--- config.mk ---
export PLATFORM = sky130hd
export DESIGN_NAME = datapath_ctrl
export DESIGN_NICKNAME = d
export VERILOG_FILES = /design/src/rtl/datapath_ctrl.sv
export SDC_FILE = /design/constraint.sdc
export NUM_CORES = 1
export LEC_CHECK = 0
export ABC_AREA = 1
export CAP_MARGIN = 15
export CELL_PAD_IN_SITES_DETAIL_PLACEMENT = 0
export CELL_PAD_IN_SITES_GLOBAL_PLACEMENT = 1
export CORE_AREA = 2 2 55 109
export DETAILED_ROUTE_END_ITERATION = 10
export DIE_AREA = 0 0 57 111
export PLACE_DENSITY_LB_ADDON = 0.25
export SETUP_SLACK_MARGIN = 0.2
export SLEW_MARGIN = 20
export SYNTH_ARGS = -nofsm -noshare
export SYNTH_HDL_FRONTEND = slang
export SYNTH_SLANG_ARGS = --single-unit
--- constraint.sdc ---
create_clock -name clk -period 4.37 [get_ports clk]
set_clock_uncertainty 0.15 [all_clocks]
set_input_delay 0.874 -clock clk [delete_from_list [all_inputs] [get_ports clk]]
set_output_delay 0.874 -clock clk [all_outputs]
set_load 0.005 [all_outputs]
--- src/rtl/datapath_ctrl.sv ---
// Instruction decoder and sequencing FSM for a simple register-file datapath.
// Holds the instruction register and drives per-state control strobes from registers.
module datapath_ctrl (
   input  logic        clk,
   input  logic        reset_n,
   input  logic [15:0] in,
   input  logic        load,
   input  logic        s,
   output logic        w,
   output logic        bad_op,
   output logic [1:0]  vsel,
   output logic [2:0]  writenum,
   output logic [2:0]  readnum,
   output logic        write,
   output logic        loada,
   output logic        loadb,
   output logic        loadc,
   output logic        loads,
   output logic        asel,
   output logic        bsel,
   output logic [1:0]  shift,
   output logic [1:0]  ALUop,
   output logic [15:0] sximm5,
   output logic [15:0] sximm8
);

   localparam logic [2:0] OPC_MOV = 3'b110;
   localparam logic [2:0] OPC_ALU = 3'b101;

   typedef enum logic [2:0] {
      S_WAIT, S_DECODE, S_WIMM, S_GET_A, S_GET_B, S_EXEC, S_WRITE
   } state_e;

   typedef struct packed {
      logic       w;
      logic [1:0] vsel;
      logic [2:0] writenum;
      logic [2:0] readnum;
      logic       write;
      logic       loada;
      logic       loadb;
      logic       loadc;
      logic       loads;
      logic       asel;
      logic       bsel;
      logic [1:0] shift;
      logic [1:0] aluop;
   } ctrl_t;

   localparam ctrl_t CTRL_IDLE = '{w: 1'b1, default: '0};

   state_e      state_q, state_d;
   logic [15:0] ir_q, ir_d;
   logic        bad_op_q, bad_op_d;
   ctrl_t       ctrl_q;

   // Control word for a state given the IR it will see; registering this on
   // (state_d, ir_d) makes the outputs a clean Moore function of the state.
   function automatic ctrl_t ctrl_for(input state_e st, input logic [15:0] ir);
      ctrl_t c;
      c = '0;
      case (st)
         S_WAIT:  c.w = 1'b1;
         S_WIMM: begin
            c.write    = 1'b1;
            c.vsel     = 2'b10;
            c.writenum = ir[10:8];
         end
         S_GET_A: begin
            c.readnum = ir[10:8];
            c.loada   = 1'b1;
         end
         S_GET_B: begin
            c.readnum = ir[2:0];
            c.loadb   = 1'b1;
         end
         S_EXEC: begin
            c.shift = ir[4:3];
            c.bsel  = 1'b0;
            if (ir[15:13] == OPC_MOV) begin
               c.asel  = 1'b1;
               c.aluop = 2'b00;
               c.loadc = 1'b1;
            end else if (ir[12:11] == 2'b01) begin
               c.aluop = 2'b01;
               c.loads = 1'b1;
            end else begin
               c.aluop = ir[12:11];
               c.loadc = 1'b1;
            end
         end
         S_WRITE: begin
            c.write    = 1'b1;
            c.vsel     = 2'b00;
            c.writenum = ir[7:5];
         end
         default: c = '0;
      endcase
      return c;
   endfunction

   always_comb begin
      ir_d     = ir_q;
      bad_op_d = bad_op_q;
      state_d  = state_q;
      if (state_q == S_WAIT && load) begin
         ir_d     = in;
         bad_op_d = 1'b0;
      end
      case (state_q)
         S_WAIT:   if (s) state_d = S_DECODE;
         S_DECODE: begin
            if (ir_q[15:13] == OPC_MOV && ir_q[12:11] == 2'b10)
               state_d = S_WIMM;
            else if (ir_q[15:13] == OPC_MOV && ir_q[12:11] == 2'b00)
               state_d = S_GET_B;
            else if (ir_q[15:13] == OPC_ALU)
               state_d = S_GET_A;
            else begin
               state_d  = S_WAIT;
               bad_op_d = 1'b1;
            end
         end
         S_WIMM:   state_d = S_WAIT;
         S_GET_A:  state_d = S_GET_B;
         S_GET_B:  state_d = S_EXEC;
         S_EXEC:   state_d = (ir_q[15:13] == OPC_ALU && ir_q[12:11] == 2'b01) ? S_WAIT : S_WRITE;
         S_WRITE:  state_d = S_WAIT;
         default:  state_d = S_WAIT;
      endcase
   end

   always_ff @(posedge clk or negedge reset_n) begin
      if (!reset_n) begin
         state_q  <= S_WAIT;
         ir_q     <= '0;
         bad_op_q <= 1'b0;
         ctrl_q   <= CTRL_IDLE;
      end else begin
         state_q  <= state_d;
         ir_q     <= ir_d;
         bad_op_q <= bad_op_d;
         ctrl_q   <= ctrl_for(state_d, ir_d);
      end
   end

   assign w        = ctrl_q.w;
   assign bad_op   = bad_op_q;
   assign vsel     = ctrl_q.vsel;
   assign writenum = ctrl_q.writenum;
   assign readnum  = ctrl_q.readnum;
   assign write    = ctrl_q.write;
   assign loada    = ctrl_q.loada;
   assign loadb    = ctrl_q.loadb;
   assign loadc    = ctrl_q.loadc;
   assign loads    = ctrl_q.loads;
   assign asel     = ctrl_q.asel;
   assign bsel     = ctrl_q.bsel;
   assign shift    = ctrl_q.shift;
   assign ALUop    = ctrl_q.aluop;
   assign sximm5   = {{11{ir_q[4]}}, ir_q[4:0]};
   assign sximm8   = {{8{ir_q[7]}}, ir_q[7:0]};

endmodule

==> results.toml, run 1 <==
[run_status]
status = "completed"

[critical_path]
required_ns = 3.35
path_buf_inv = 1
slowest_stage = "clkdlybuf4s50_1"
cpLargestDelayFamily = "buffers and inverters"
cpPeakStageDelay_ns = 0.58
critPathMaxFanout = 14
worstPathCellList = "clkdlybuf4s50_1"
critPathLaunchType = "flip-flop"
crit_type = "flip-flop to output port"
crit_arrival_ns = 1.40
crit_path_end_kind = "output port"

[power_and_ir_drop]
peakVddDrop_mv = 0.3454
p_per_area_nw_per_um2 = 688.0
power.total_mw = 1.698
p_leak_nw = 1.212

[global_routing]
grt_first_pass_wirelength_mm = 5.954
antenna_found_initial = 0
grt_pass1_vias = 1212
grtUsageTotal_pct = 11.93
gr-total-overflow = 0
grt_max_degree = 39

[final_layout]
fin_cells = 299
antennaDiodeCount = 0
fin_nets = 257
final_area_um2 = 2469
nFillCells = 588
drive_above_1_share_pct = 10.92
fin_util_pct = 44.38
synthToLayoutAreaGrowth_pct = 35.79

[detailed_routing]
ant_nets = 0
wl_per_cell_um = 11.48
initialDrtViolationCount = 49
vias = 1274
drt-total-wl_mm = 3.434
drc = 0
dr.pass1.iters = 4
via_per_inst = 4.261

[cts]
numCtsBuffers = 5
cts_tree = "built"
htree_levels = 2
root_buffer = "clkbuf_16"
cts.sinks = 38
cts_buffer_depth = 2
hold_buffers = 0
post_cts_resize_count = 0
clkLatencyLatePin_ns = 0.28
clkTransAtPathRegs_ns = 0.06
cts_setup_buffers = 0

[sta]
fmaxAchievable_mhz = 411.9
worst_slew_pin_slew_ns = 0.8351
rsz0062_at_grt = "no"
fin_setup_tns_ns = 0
drv_slew = 0
relSlewSlack_pct = 44.33
period_minus_slack_ns = 2.428
min_period_over_period_pct = 55.55
setup_viol = 0
finalHoldViolations = 0

[die]
dieArea_um2 = 6327
die_x_um = 57
placementRows = 39
io_pins = 73
die_h_um = 111
core-area_um2 = 5563
start_util_pct = 32.68

[synthesis]
yosys_warnings = 0
yosys.area.top_type_share_pct = 50.93
synth_area_leader_cell = "dfrtp_1"
synthCells = 196
avgSynthCellArea_um2 = 9.275
synth_area_leaders = "dfrtp_1, buf_4, nand2_1"
ys_seq_area_share_pct = 52.37
synth_area_um2 = 1818
ys_types = 25
synth_seq_cells = 38

[placed_design]
place_area_um2 = 2317
dp_cells = 291
dpl.hpwl_mm = 2.526
gp_congestion = 0.7274
port_buffers = 70

[min_path]
hp-class = "flip-flop to flip-flop"

[job]
maxCapViolCount = 0
==> area by class of cell <==
class                      instances  area, µm²  area share [%]
sequential                        38      952.2           38.57
tap                               61      76.32           3.092
clock buffer                       6      138.9           5.626
multi-input combinational         92      480.5           19.46
inverter                          30      112.6           4.562
clock inverter                     2      12.51          0.5068
timing repair buffer              70      695.7           28.18
==> synthesized netlist by cell type <==
| master | number |
|---|---|
| a22o_1 | 3 |
| nand3_2 | 1 |
| dfstp_2 | 1 |
| buf_4 | 34 |
| a21oi_1 | 1 |
| nor2_1 | 14 |
| conb_1 | 1 |
| o21ai_1 | 7 |
| nand2_2 | 3 |
| buf_2 | 2 |
| o21ai_4 | 1 |
| nand2_1 | 39 |
| nor2_4 | 1 |
| o21ai_0 | 2 |
| dfrtp_1 | 37 |
| nand3_4 | 1 |
| o21ai_2 | 6 |
| nand3b_1 | 1 |
| nor2_2 | 2 |
| inv_1 | 30 |
| buf_6 | 1 |
| nor3_2 | 1 |
| o31ai_1 | 1 |
| nand3_1 | 3 |
| nand4_1 | 3 |
==> cells in the final DEF (no fill, tap or decap), types with 2 or more instances in the layout <==
cell type        count
clkdlybuf4s50_1     69
nor2_1              14
o21ai_2              6
nor2_2               2
clkbuf_16            5
dfrtp_1             37
o21ai_1              7
nand2_1             39
a22o_1               3
inv_1               30
nand4_1              3
nand2_2              3
conb_1               2
o21ai_0              2
nand3_1              3
==> sequential cells by signal, summed over array words and instances (netlist names) <==
| signal | flops |
|---|---|
| ALUop | 2 |
| asel | 1 |
| bad_op | 1 |
| ir_q | 16 |
| loada | 1 |
| loadb | 1 |
| loadc | 1 |
| loads | 1 |
| readnum | 3 |
| shift | 2 |
| state_q | 3 |
| vsel | 1 |
| w | 1 |
| write | 1 |
| writenum | 3 |
==> tightest hold or removal path: stages (launching register included) <==
cell and delay (ns):
dfrtp_1 0.32, nand2_1 0.06, o21ai_2 0.07
==> stage by stage <==
stage	hold slack (ns)	worst slack (ns)
after floorplan	0.3055	2.622
after global placement	0.3302	1.750
after detailed placement	0.3308	1.708
after CTS	0.3444	1.918
after global routing	0.3770	1.845
final	0.3359	1.942
==> report_power, final <==
group | internal (mW) | switching (mW) | total [mW] | leakage [nW]
Sequential | 0.482 | 0.0903 | 0.572 | 0.487
Clock | 0.225 | 0.132 | 0.357 | 0.0729
Combinational | 0.430 | 0.339 | 0.769 | 0.652
Total | 1.14 | 0.561 | 1.70 | 1.21
==> path summary, 6_finish.rpt <==
path	start	to	slack [ns]	cells after the start
hold / removal	ir_q[9]$_DFF_PN0_	ir_q[9]$_DFF_PN0_	0.34	2
setup / recovery	ir_q[4]$_DFF_PN0_	sximm5[6]	1.94	1
hold reg to reg	ir_q[9]$_DFF_PN0_	ir_q[9]$_DFF_PN0_	0.34	2
setup reg to reg	state_q[1]$_DFF_PN0_	ALUop[1]$_DFF_PN0_	2.53	6
max in group asynchronous	reset_n	ir_q[5]$_DFF_PN0_	2.99	1
min in group asynchronous	reset_n	ir_q[4]$_DFF_PN0_	0.54	1
==> kinds of logic (layout without fill, tap and decap cells) <==
logic type / Yosys count / count (layout) / share of synthesized area [%]
other: 1 / 2 / 0.2063
AND/OR/NAND/NOR: 69 / 69 / 17.62
AO/OA/AOI/OAI: 21 / 21 / 8.397
flip-flops: 38 / 38 / 52.37
buffers and inverters: 67 / 108 / 21.40
==> layer usage <==
metal | wire (µm) | GRT usage, %
met1 | 1438 | 15.43
met2 | 1711 | 18.77
met3 | 218 | 3.151
met4 | 65 | 4.651
met5 | 0 | 0
(Power assumes the default switching activity.)
==> run 2, diff against run 1 <==
Settings changed: CORE_AREA 2 2 55 109 to 2 2 60 119, DIE_AREA 0 0 57 111 to 0 0 62 121.
Clock period 4.37 ns to 2 ns, I/O delays scaled along.
==> results.toml, run 2 (synthesis results as in run 1) <==
[cts]
cts_buffer_depth = 2
numCtsBuffers = 5
clkTransAtPathRegs_ns = 0.05
cts_tree = "built"
root_buffer = "clkbuf_16"
htree_levels = 2
clkLatencyLatePin_ns = 0.27
cts.sinks = 38

[sta]
fin_setup_tns_ns = 0
min_period_over_period_pct = 88.90
finalHoldViolations = 0
period_minus_slack_ns = 1.778
setup_viol = 0
drv_slew = 0
holdWs_ns = 0.3343
worst_slack_ns = 0.2219
fmaxAchievable_mhz = 562.4
rsz0062_at_grt = "yes"

[critical_path]
required_ns = 1.45
ff2ff_setup_slack_ns = 0.43
crit_arrival_ns = 1.23
crit_path_end_kind = "output port"
cpLargestDelayFamily = "buffers and inverters"
path_buf_inv = 1
critPathLaunchType = "flip-flop"
r2r_cells = 7
path_depth = 1
crit_type = "flip-flop to output port"
slowest_stage = "clkdlybuf4s50_1"
cpPeakStageDelay_ns = 0.53
worstPathCellList = "clkdlybuf4s50_1"
critPathMaxFanout = 10

[final_layout]
fin_nets = 267
fin_cells = 336
nFillCells = 657
largest_reg_flops = 16
mostFrequentLayoutCells = "clkdlybuf4s50_1, nand2_1, dfrtp_1"
antennaDiodeCount = 0
final_common_cell = "clkdlybuf4s50_1"
fin_util_pct = 39.96
regMostFlops = "ir_q"
synthToLayoutAreaGrowth_pct = 44.39
final_area_um2 = 2625
drive_above_1_share_pct = 14.52

[die]
die_x_um = 62
die_h_um = 121
io_pins = 73
core-area_um2 = 6569
start_util_pct = 27.68
dieArea_um2 = 7502
placementRows = 42

[power_and_ir_drop]
p_leak_nw = 1.323
p_per_area_nw_per_um2 = 1459
peakVddDrop_mv = 0.6275
power.total_mw = 3.830

[detailed_routing]
initialDrtViolationCount = 26
ant_nets = 0
dr.pass1.iters = 4
vias = 1336
wl_per_cell_um = 12.13
via_per_inst = 3.976
drt-total-wl_mm = 4.077
drc = 0

[placed_design]
pre_cts_ws_ns = 0.06447
dp_cells = 324
port_buffers = 70
gp_congestion = 0.7453
dpl.hpwl_mm = 3.289
place_area_um2 = 2434

[min_path]
hp-class = "flip-flop to flip-flop"
whs_path_depth = 2

[global_routing]
grtUsageTotal_pct = 12.21
gr-total-overflow = 0
antenna_found_initial = 0
grt_max_degree = 24
grt_first_pass_wirelength_mm = 6.679
grt_pass1_vias = 1397

[run_status]
status = "completed"

[job]
maxCapViolCount = 0
==> run 2: final timing paths <==
check | startpoint | to
max | ir_q[7]$_DFF_PN0_ | sximm8[7]
min | ir_q[9]$_DFF_PN0_ | ir_q[9]$_DFF_PN0_
max reg2reg | state_q[1]$_DFF_PN0_ | ALUop[1]$_DFF_PN0_
min reg2reg | ir_q[9]$_DFF_PN0_ | ir_q[9]$_DFF_PN0_
max in group asynchronous | reset_n | ir_q[4]$_DFF_PN0_
min in group asynchronous | reset_n | ir_q[2]$_DFF_PN0_
==> run 2: what timing repair did <==
item / CTS / global route
gates resized for setup: 11 / 7
hold buffers: 1 / 0
hold endpoints to repair: 17 / 0
setup buffers: 3 / 0
endpoints found under the setup margin: 23 / 16
==> run 2: area by class of cell <==
class                      instances  area [µm²]  share of cell area, %
multi-input combinational         92       480.5                  18.30
sequential                        38       954.7                  36.37
inverter                          30       112.6                  4.290
clock inverter                     1       5.005                 0.1907
tap                               88       110.1                  4.194
clock buffer                       7       142.6                  5.434
timing repair buffer              80       819.5                  31.22
==> run 2: layer usage <==
layer	share of wire (%)	wire length, µm	GRT usage [%]
met1	30	1234	11.09
met2	62	2530	23.89
met3	5.3	218	2.026
met4	2.3	93	5.186
met5	0	0	0
==> run 2: power by group <==
| group | switching (mW) | internal (mW) |
|---|---|---|
| clock | 0.281 | 0.493 |
| sequential | 0.183 | 1.06 |
| combinational | 0.805 | 1.01 |
==> run 3, diff against run 2 <==
Settings changed: SLEW_MARGIN 20 to default.
==> results of run 3 <==
The final DEF is identical to that of run 2; final timing and power are the same.
